$ cat config.mk
export PLATFORM = sky130hd
export DESIGN_NAME = execute_cycle
export DESIGN_NICKNAME = d
export VERILOG_FILES = /design/src/rtl/mips_pkg.sv /design/src/rtl/alu.sv /design/src/rtl/execute_cycle.sv
export SDC_FILE = /design/constraint.sdc
export NUM_CORES = 1
export LEC_CHECK = 0
export BUFFER_PORTS_ARGS = -buffer_cell sky130_fd_sc_hd__buf_2
export CORE_ASPECT_RATIO = 1.75
export CORE_MARGIN = 3
export CORE_UTILIZATION = 45
export DETAILED_ROUTE_END_ITERATION = 12
export GPL_ROUTABILITY_DRIVEN = 0
export HOLD_SLACK_MARGIN = 0.1
export PLACE_DENSITY = 0.8
export SYNTH_ARGS = -nofsm -noshare
export SYNTH_HDL_FRONTEND = slang
export SYNTH_SLANG_ARGS = --single-unit
$ cat constraint.sdc
create_clock -name clk -period 4.5 [get_ports clk]
set_input_delay 0.45 -clock clk [delete_from_list [all_inputs] [get_ports clk]]
set_output_delay 0.45 -clock clk [all_outputs]
set_load 0.01 [all_outputs]
$ cat src/rtl/mips_pkg.sv
// rtl/mips_pkg.sv - shared ALU opcode and forward-select constants for the MIPS pipeline
package mips_pkg;

    localparam logic [2:0] ALU_ADD = 3'b010;
    localparam logic [2:0] ALU_SUB = 3'b110;
    localparam logic [2:0] ALU_AND = 3'b000;
    localparam logic [2:0] ALU_OR  = 3'b001;
    localparam logic [2:0] ALU_SLT = 3'b111;

    localparam logic [1:0] FWD_RF  = 2'b00;
    localparam logic [1:0] FWD_WB  = 2'b01;
    localparam logic [1:0] FWD_MEM = 2'b10;

endpackage

$ cat src/rtl/alu.sv
// rtl/alu.sv - combinational ALU; Overflow output exists only with EXE_OVERFLOW_TRAP_EN
import mips_pkg::*;

module alu #(
    parameter int DATA_W = 32
) (
    input  logic [DATA_W-1:0] SrcA,
    input  logic [DATA_W-1:0] SrcB,
    input  logic [2:0]        ALUControl,
    output logic [DATA_W-1:0] ALUResult,
    output logic              Zero
`ifdef EXE_OVERFLOW_TRAP_EN
    ,
    output logic              Overflow
`endif
);

    logic w_lt;

    assign w_lt = ($signed(SrcA) < $signed(SrcB));

    // operation select; undefined codes produce zero
    always_comb begin
        ALUResult = '0;
        case (ALUControl)
            ALU_ADD: ALUResult = SrcA + SrcB;
            ALU_SUB: ALUResult = SrcA - SrcB;
            ALU_AND: ALUResult = SrcA & SrcB;
            ALU_OR:  ALUResult = SrcA | SrcB;
            ALU_SLT: ALUResult = {{(DATA_W-1){1'b0}}, w_lt};
            default: ALUResult = '0;
        endcase
    end

    assign Zero = (ALUResult == '0);

`ifdef EXE_OVERFLOW_TRAP_EN
    // signed overflow: operands agree in sign (B inverted for sub) but the result does not
    always_comb begin
        Overflow = 1'b0;
        if (ALUControl == ALU_ADD)
            Overflow = (SrcA[DATA_W-1] == SrcB[DATA_W-1]) &&
                       (ALUResult[DATA_W-1] != SrcA[DATA_W-1]);
        else if (ALUControl == ALU_SUB)
            Overflow = (SrcA[DATA_W-1] != SrcB[DATA_W-1]) &&
                       (ALUResult[DATA_W-1] != SrcA[DATA_W-1]);
    end
`endif

endmodule

$ cat src/rtl/execute_cycle.sv
// rtl/execute_cycle.sv - MIPS execute stage with forwarding muxes and E/M register; optional EXE_OVERFLOW_TRAP_EN
import mips_pkg::*;

module execute_cycle #(
    parameter int DATA_W = 32,
    parameter int REG_AW = 5
) (
    input  logic              clk,
    input  logic              rst,
    input  logic [DATA_W-1:0] RD1E,
    input  logic [DATA_W-1:0] RD2E,
    input  logic [DATA_W-1:0] SignImmE,
    input  logic [DATA_W-1:0] PCPlus4E,
    input  logic [REG_AW-1:0] RtE,
    input  logic [REG_AW-1:0] RdE,
    input  logic              RegWriteE,
    input  logic              MemtoRegE,
    input  logic              MemWriteE,
    input  logic              BranchE,
    input  logic              ALUSrcE,
    input  logic              RegDstE,
    input  logic [2:0]        ALUControlE,
    input  logic [1:0]        ForwardAE,
    input  logic [1:0]        ForwardBE,
    input  logic [DATA_W-1:0] ResultW,
    input  logic              FlushM,
    output logic [REG_AW-1:0] WriteRegE,
    output logic [DATA_W-1:0] ALUOutM,
    output logic [DATA_W-1:0] WriteDataM,
    output logic [REG_AW-1:0] WriteRegM,
    output logic [DATA_W-1:0] PCBranchM,
    output logic              ZeroM,
    output logic              RegWriteM,
    output logic              MemtoRegM,
    output logic              MemWriteM,
    output logic              BranchM
`ifdef EXE_OVERFLOW_TRAP_EN
    ,
    output logic              OverflowM
`endif
);

    logic [DATA_W-1:0] r_alu_out;
    logic [DATA_W-1:0] w_src_a;
    logic [DATA_W-1:0] w_fwd_b;
    logic [DATA_W-1:0] w_src_b;
    logic [DATA_W-1:0] w_alu_result;
    logic [DATA_W-1:0] w_pc_branch;
    logic              w_zero;
    logic              w_trap;

    // operand A source; reserved code falls back to the register file
    always_comb begin
        w_src_a = RD1E;
        case (ForwardAE)
            FWD_WB:  w_src_a = ResultW;
            FWD_MEM: w_src_a = r_alu_out;
            default: w_src_a = RD1E;
        endcase
    end

    // operand B source; this value is also the store data
    always_comb begin
        w_fwd_b = RD2E;
        case (ForwardBE)
            FWD_WB:  w_fwd_b = ResultW;
            FWD_MEM: w_fwd_b = r_alu_out;
            default: w_fwd_b = RD2E;
        endcase
    end

    assign w_src_b     = ALUSrcE ? SignImmE : w_fwd_b;
    assign WriteRegE   = RegDstE ? RdE : RtE;
    assign w_pc_branch = (SignImmE << 2) + PCPlus4E;

    alu #(.DATA_W(DATA_W)) u_alu (
        .SrcA       (w_src_a),
        .SrcB       (w_src_b),
        .ALUControl (ALUControlE),
        .ALUResult  (w_alu_result),
        .Zero       (w_zero)
`ifdef EXE_OVERFLOW_TRAP_EN
        ,
        .Overflow   (w_trap)
`endif
    );

`ifndef EXE_OVERFLOW_TRAP_EN
    assign w_trap = 1'b0;
`endif

    // E/M pipeline register; reset beats flush, flush only bubbles the controls
    always_ff @(posedge clk) begin
        if (rst) begin
            r_alu_out  <= '0;
            WriteDataM <= '0;
            WriteRegM  <= '0;
            PCBranchM  <= '0;
            ZeroM      <= 1'b0;
            RegWriteM  <= 1'b0;
            MemtoRegM  <= 1'b0;
            MemWriteM  <= 1'b0;
            BranchM    <= 1'b0;
`ifdef EXE_OVERFLOW_TRAP_EN
            OverflowM  <= 1'b0;
`endif
        end else begin
            r_alu_out  <= w_alu_result;
            WriteDataM <= w_fwd_b;
            WriteRegM  <= WriteRegE;
            PCBranchM  <= w_pc_branch;
            ZeroM      <= w_zero;
            RegWriteM  <= RegWriteE & ~FlushM & ~w_trap;
            MemtoRegM  <= MemtoRegE & ~FlushM;
            MemWriteM  <= MemWriteE & ~FlushM & ~w_trap;
            BranchM    <= BranchE   & ~FlushM;
`ifdef EXE_OVERFLOW_TRAP_EN
            OverflowM  <= w_trap & ~FlushM;
`endif
        end
    end

    assign ALUOutM = r_alu_out;

endmodule

Yosys cells after proc, flatten, opt, wreduce, memory -nomap -nowiden
Cells that the tools add are included.
- reduce and logical (&&, ||, !) cells: 2
- add/subtract/negate cells: 3
- $lt $le $gt $ge: 1
- eq/ne operators: 8
- mux-type cells: 5
- bitwise gates (word level): 7
- operator list (kind ; number):
    32-bit one-hot mux with 5 select lines ; 1
    32-bit one-hot mux with 2 select lines ; 2
    32-bit adder ; 2
    32-bit AND ; 1
    32-bit zero test ; 1
    32-bit < comparator ; 1
    32-bit two-way mux ; 1
    32-bit bitwise OR ; 1
    32-bit subtractor ; 1
    3-bit equality test (second input constant) ; 2
    5-bit two-way mux ; 1
    1-bit AND ; 4
    2-bit by 1-bit equality test with 1-bit output (second input constant) ; 2
    2-bit equality test (second input constant) ; 2
    3-bit by 1-bit equality test with 1-bit output (second input constant) ; 1
    3-bit by 2-bit equality test with 1-bit output (second input constant) ; 1
    3-bit zero test ; 1
    1-bit inverter ; 1
- flip-flop bits (word level): 106
- output and inout bits: 111
- logic and storage cells: 35
- input bits: 186

Longest topological paths before layout
Gate-level depths: netlist of the first run.
- depth in word-level cells: 6
- mapped depth: 20
- depth with buffers taken out: 20

Cells and area by module
A second synthesis of the first run with hierarchy kept.
- cells, all modules: 1545
- area, all modules: 11154.4 µm²
- by module, submodules not included (module ; area each (µm²) ; seq. area each (µm²) ; cells each ; instances):
    execute_cycle ; 5876.9 ; 2122.0 ; 746 ; 1
    alu ; 5277.6 ; 0.0 ; 799 ; 1

Least setup slack after synthesis of the first run
Ideal clock, no wire load.
- path kind: input to register
- start point: input port ForwardBE[0]
- end point: register ZeroM
- arrival: 4.307 ns
- path buffers: 2
- data required time: 4.412 ns
- setup slack: 0.106 ns
- stages: 20
- setup time: 0.088 ns
- cell sequence: inv_1 ha_1 clkbuf_1 clkbuf_1 nor2_1 a21oi_1 o21a_1 inv_1 fa_1 nor2_1 o311ai_1 a32oi_2 and3_4 o21ai_2 a211o_1 a2111oi_4 o21ai_1 nor4_1 nand4_1 nor4_2
- longest elaborated chain between the ends: 6
- elaborated cells between the ends (all ways): 11
- classes of those cells: 2 x add/sub; 1 x order compare; 2 x eq/ne; 3 x mux; 2 x bitwise; 1 x reduce/logical
- RTL lines (what ; RTL line ; source):
    start: declaration ; execute_cycle.sv:24 ; input logic [1:0] ForwardBE,
    2-bit equality test / 2-bit by 1-bit equality test with 1-bit output (equally long branches) ; execute_cycle.sv:65 ; case (ForwardBE)
    32-bit one-hot mux with 2 select lines * ; execute_cycle.sv:65 ;
    32-bit two-way mux * ; execute_cycle.sv:72 ; assign w_src_b = ALUSrcE ? SignImmE : w_fwd_b;
    32-bit subtractor (tied with other cells) ; alu.sv:27 ; ALU_SUB: ALUResult = SrcA - SrcB;
    32-bit one-hot mux with 5 select lines * ; alu.sv:25 ; case (ALUControl)
    32-bit zero test * ; alu.sv:35 ; assign Zero = (ALUResult == '0);
    end signal: assignment ; execute_cycle.sv:112 ; ZeroM <= w_zero;
    end: declaration ; execute_cycle.sv:32 ; output logic ZeroM,
Every way passes the cells marked *; elsewhere a longest branch is shown, timed or not.
A chain may end at the register's enable or synchronous reset.

Final worst setup path of the first run
- start point: input port ForwardBE[1]
- end point: register ZeroM
Same word-level chain as after synthesis.

==> impl_metrics.json, run 1 <==
{
  "whs_ns": 0.286,
  "path_clk_slew_ns": 0.08,
  "fp.dieArea_um2": 25500,
  "ys_seq_area_share_pct": 20.0,
  "clock.fmax_mhz": 223,
  "cts-buffers-inserted": 9,
  "grt_pass1_wl_mm": 66.6,
  "maxCapViolCount": 0,
  "synthArstFlopShare_pct": 0,
  "r2r_setup_slack_ns": 0.25,
  "h-tree-depth": 3,
  "worst_pin_slew_ns": 0.798,
  "cts_buffer_depth": 2,
  "leakage_nw": 7.11,
  "drc": 0,
  "synth_edf_count": 0,
  "rows": 73,
  "final_nets": 2263,
  "vias": 13851,
  "cp_top_family": "compound AO/OA/AOI/OAI gates",
  "path_max_fanout": 8,
  "chipHeight_um": 209,
  "grtUsageTotal_pct": 32.4,
  "wire_per_inst_um": 20.0,
  "post-route-cell-area_um2": 14700,
  "synth-seq-cells": 106,
  "syn_area_um2": 10600,
  "critPathArrivalTime_ns": 4.75,
  "viasPerCell": 6.15,
  "grt_overflow": 0,
  "ys_types": 86,
  "required_ns": 4.76,
  "yosys_warnings": 0,
  "drive_gt1_share_pct": 33.0,
  "timing.final.crit_share_pct": 99.8,
  "cts_root_buffer": "clkbuf_16",
  "cpPeakStageDelay_ns": 0.54,
  "die_w_um": 122,
  "pwr_density_cell_nw_per_um2": 293,
  "postRouteAntennaNets": 0,
  "clock_skew_ns": 0.0113,
  "drt-total-wl_mm": 45.1,
  "firstDrtPassIters": 8,
  "finalSetupViolCount": 0,
  "holdCritPathClass": "in -> reg",
  "crit_chain": "buf_2, inv_1, ha_4, buf_6, a22oi_1, nor2_1, a21oi_1, o21ai_0, ha_1, inv_1, buf_4, a21oi_1, o31ai_2, a21oi_1, buf_4, and2_1, nor2_1, o41ai_1, mux2i_1, nor4_1, nand4_1, nor4_2",
  "initial_core_util_pct": 46.3,
  "grt_max_degree": 69,
  "synthCells": 1483,
  "startpoint_type": "primary input",
  "grt_antenna_before_repair": 3,
  "clk_latency_ns": 0.36,
  "fin_crit_ns": 4.49,
  "dpl_cell_area_um2": 13900,
  "fin_ws_ns": 0.0106,
  "avgSynthCellArea_um2": 7.16,
  "synthToLayoutAreaGrowth_pct": 38.6,
  "clkSinkCount": 106,
  "crit_slowest_cell": "ha_1",
  "portBuffers": 296,
  "dp_slack_ns": -0.372,
  "drtIter0Drc": 1904,
  "cp-end-kind": "flip-flop",
  "power_w": 0.00431,
  "crit_buf_inv": 6,
  "io_pins": 297,
  "slew_headroom_pct": 45.4,
  "core_area_um2": 22900,
  "crit_type": "in -> reg",
  "irDropWorstVdd_v": 0.000278,
  "status": "finished clean",
  "crit_top_cell": "a21oi_1",
  "hold_violations": 0,
  "syn-num-nets": 1801,
  "grt_pass1_vias": 13208,
  "dp_cells": 2221,
  "detailed_place_hpwl_mm": 35.3,
  "synth_ff_type": "dfxtp_1",
  "instances_no_fill": 2253,
  "cts_tree": "built",
  "slew_viol_final": 0
}
sequential cells by signal, summed over array words and instances (netlist names):
signal / flops
ALUOutM: 32
PCBranchM: 32
WriteDataM: 32
WriteRegM: 5
BranchM: 1
MemWriteM: 1
MemtoRegM: 1
RegWriteM: 1
ZeroM: 1
cell usage in the layout, fill, tap and decap left out, types with 20 or more instances in the layout:
cell / instances
o211ai_1: 20
o21ai_0: 99
nor2b_1: 25
buf_4: 235
a211oi_1: 23
inv_1: 109
nand2_1: 120
buf_2: 295
dfxtp_1: 106
xnor2_1: 22
a22oi_1: 65
a21oi_1: 121
nand3_1: 30
ha_1: 117
nor2_1: 190
a21o_1: 21
nor3_1: 33
path summary, 6_finish.rpt:
kind                          startpoint                        end  depth (start not counted)
setup / recovery            ForwardBE[1]           ZeroM$_SDFF_PP0_                         22
hold / removal                 MemWriteE       MemWriteM$_SDFF_PP0_                          2
setup reg to reg   ALUOutM[0]$_SDFF_PP0_           ZeroM$_SDFF_PP0_                         18
hold reg to reg   ALUOutM[14]$_SDFF_PP0_  WriteDataM[14]$_SDFF_PP0_                          4
layer usage:
| layer | routed length [µm] | up-vias | track usage [%] |
|---|---|---|---|
| met4 | 3660 | 0 | 22.8 |
| li1 | - | 6234 | - |
| met5 | 0 | - | 0 |
| met3 | 4450 | 296 | 4.55 |
| met2 | 22100 | 1041 | 57.8 |
| met1 | 14900 | 6280 | 34.3 |
through the flow:
stage,setup TNS [ns],utilization [%]
5_1_grt,-0.159,64.2
2_1_floorplan,0,-
3_5_place_dp,-0.854,60.7
6_report,0,64.2
4_1_cts,0,62.1
3_3_place_gp,-0.392,60.7
kinds of logic after synthesis:
kind of cell	count (synthesis)	synth area share (%)
compound gates	511	31.6
mux	18	1.77
flops	106	20.0
simple gates	479	20.5
xor+xnor	38	3.14
fa+ha+maj	132	15.8
buf+inv	199	7.30
layout make-up:
type | count | area (µm²)
Multi-Input combinational cell | 1178 | 8100
Antenna cell | 3 | 7.51
Sequential cell | 106 | 2120
Inverter | 113 | 427
Clock inverter | 7 | 80.1
Fill cell | 1873 | 8220
Tap cell | 300 | 375
Timing Repair Buffer | 537 | 3370
Clock buffer | 9 | 225
synthesized netlist by cell type (28+ instances only):
| cell type | count | area share, % |
|---|---|---|
| o21ai_0 | 114 | 5.4 |
| inv_1 | 110 | 3.9 |
| a21oi_1 | 133 | 6.3 |
| ha_1 | 129 | 15 |
| a22oi_1 | 67 | 4.7 |
| nor2b_1 | 28 | 1.7 |
| nand3_1 | 30 | 1.4 |
| nor3_1 | 34 | 1.6 |
| dfxtp_1 | 106 | 20 |
| nor2_1 | 193 | 6.8 |
| nand2_1 | 120 | 4.2 |
| clkbuf_1 | 70 | 2.5 |
repair_timing:
item                       in CTS  in global routing
setup endpoints to repair       1                  6
hold endpoints to repair        0                  0
setup buffers                   0                 13
pin swaps                       0                 31
gates resized for setup         2                 90
hold buffers                    0                  0
report_power, final:
group	internal, W	switching, W
sequential	0.00103	0.0000453
clock	0.000398	0.000419
combinational	0.00107	0.00135
worst reg2reg max path: cells and delay by family, from the launching register on:
kind	cells	cell delay, ns
buffers and inverters	1	0.12
AOI/OAI and AO/OA	8	1.75
and+or+nand+nor	7	1.31
adders and majority gates	2	0.62
DFF	1	0.36
Power figures use the tool's default switching activity.
==> inputs of run 2 (changes only) <==
--- a/config.mk
+++ b/config.mk
@@ -7,7 +7,7 @@
 export LEC_CHECK = 0
 export BUFFER_PORTS_ARGS = -buffer_cell sky130_fd_sc_hd__buf_2
 export CORE_ASPECT_RATIO = 1.75
-export CORE_MARGIN = 3
+export CORE_MARGIN = 1
 export CORE_UTILIZATION = 45
 export DETAILED_ROUTE_END_ITERATION = 12
 export GPL_ROUTABILITY_DRIVEN = 0
==> run 2 against run 1 <==
  * Total power is 1.8% lower
  * Register-to-register slack better by 0.09 ns
  * Maximum frequency is 2.2% higher
  * Largest power group unchanged
==> impl_metrics.json, run 2 (synthesized netlist as in run 1, its figures left out) <==
{
  "die_w_um": 118,
  "worst_pin_slew_ns": 1.06,
  "fin_crit_ns": 4.39,
  "rows": 74,
  "critPathArrivalTime_ns": 4.68,
  "portBuffers": 296,
  "final_nets": 2248,
  "diodes": 0,
  "crit_chain": "buf_2, inv_1, ha_1, buf_4, a22oi_1, nor2_1, a21oi_2, o21a_1, inv_1, fa_1, nor2_2, o311ai_2, a32oi_2, and3_4, o21ai_2, a211o_1, a2111oi_4, o21ai_1, nor4_2, nand4_1, nor4_2",
  "maxCapViolCount": 0,
  "dp_slack_ns": -0.347,
  "cp_top_family": "compound AO/OA/AOI/OAI gates",
  "vias": 13593,
  "drive_gt1_share_pct": 31.6,
  "r2r_setup_slack_ns": 0.34,
  "pwr_density_cell_nw_per_um2": 294,
  "slew_viol_final": 0,
  "fin_ws_ns": 0.107,
  "hold_violations": 0,
  "fp.dieArea_um2": 24200,
  "holdBufCountCts": 0,
  "h-tree-depth": 3,
  "drc": 0,
  "postLayoutCoreUtil_pct": 61.8,
  "r2r_cells": 17,
  "layout_common_cells": "295 x buf_2, 222 x buf_4, 191 x nor2_1",
  "wire_per_inst_um": 19.5,
  "fin_setup_tns_ns": 0,
  "crit_buf_inv": 4,
  "crit_type": "in -> reg",
  "dpl_cell_area_um2": 13800,
  "cpPeakStageDelay_ns": 0.45,
  "grtUsageTotal_pct": 34.5,
  "grt_overflow": 0,
  "drt-total-wl_mm": 43.6,
  "power_w": 0.00423,
  "path_max_fanout": 8,
  "clock_skew_ns": 0.00890,
  "detailed_place_hpwl_mm": 34.3,
  "viasPerCell": 6.07,
  "hold_depth": 2,
  "crit_slowest_cell": "fa_1",
  "finalSetupViolCount": 0,
  "startpoint_type": "primary input",
  "required_ns": 4.79,
  "io_pins": 297,
  "core_area_um2": 23200,
  "status": "finished clean",
  "drtIter0Drc": 1537,
  "synthToLayoutAreaGrowth_pct": 35.4,
  "cts-buffers-inserted": 9,
  "chipHeight_um": 205,
  "grt_antenna_before_repair": 0,
  "grt_max_degree": 93,
  "holdCritPathClass": "in -> reg",
  "cts_buffer_depth": 2,
  "clock.fmax_mhz": 228,
  "cp.depth": 21,
  "clk_latency_ns": 0.38,
  "post-route-cell-area_um2": 14400,
  "initial_core_util_pct": 45.7,
  "r2r_start": "ALUOutM[0]$_SDFF_PP0_",
  "hold_path.startpoint": "BranchE",
  "irDropWorstVdd_v": 0.000219,
  "cts_root_buffer": "clkbuf_16",
  "path_clk_slew_ns": 0.08,
  "slew_headroom_pct": 29.1,
  "postRouteAntennaNets": 0,
  "clkSinkCount": 106,
  "final_common_cell": "buf_2",
  "leakage_nw": 7.01,
  "timing.final.crit_share_pct": 97.6,
  "r2r-end": "ZeroM$_SDFF_PP0_",
  "grt_pass1_wl_mm": 65.7,
  "grt_pass1_vias": 12694,
  "firstDrtPassIters": 6,
  "hold_end": "BranchM$_SDFF_PP0_",
  "cp-end-kind": "flip-flop",
  "cts_tree": "built",
  "nFillCells": 2005
}
==> run 2: final cells by class <==
type | count | area, µm² | share of cell area [%]
clock inverter | 7 | 75.1 | 0.522
clock buffer | 9 | 225 | 1.57
multi-input combinational | 1178 | 7930 | 55.2
tap | 304 | 380 | 2.65
sequential | 106 | 2120 | 14.8
timing repair buffer | 522 | 3220 | 22.4
inverter | 113 | 427 | 2.97
==> run 2: repair_timing <==
item | 4_1_cts | 5_1_grt
endpoints found under the setup margin | 0 | 9
setup buffers | 0 | 7
gates resized for setup | 0 | 60
==> run 2: layer usage <==
layer | track usage, % | wire length, µm
met5 | 0 | 0
met4 | 26.3 | 3650
met3 | 5.57 | 3690
met2 | 59.6 | 21000
met1 | 37.6 | 15300
==> run 2: where the power goes <==
group          switching, W  total (W)  internal (W)
clock              0.000425   0.000824      0.000398
combinational       0.00132    0.00233       0.00101
sequential        0.0000471    0.00108       0.00103
total               0.00179    0.00423       0.00244
==> run 2: how the worst max path moves through the flow <==
stage / from / end / slack [ns]
final: ForwardBE[1] / ZeroM$_SDFF_PP0_ / 0.11
after floorplan: ForwardBE[0] / ZeroM$_SDFF_PP0_ / 0.11
after global routing: ForwardBE[1] / ZeroM$_SDFF_PP0_ / -0.08
after CTS: ForwardBE[1] / ZeroM$_SDFF_PP0_ / 0.02
after global placement: ForwardBE[0] / ZeroM$_SDFF_PP0_ / -0.29
after detailed placement: ForwardBE[0] / ZeroM$_SDFF_PP0_ / -0.35
==> run 2: stage by stage <==
step	std cells	hold slack [ns]
after CTS	2232	0.268
after floorplan	1483	0.572
after global routing	2239	0.292
after detailed placement	2216	0.658
final	2239	0.282
after global placement	2216	0.631
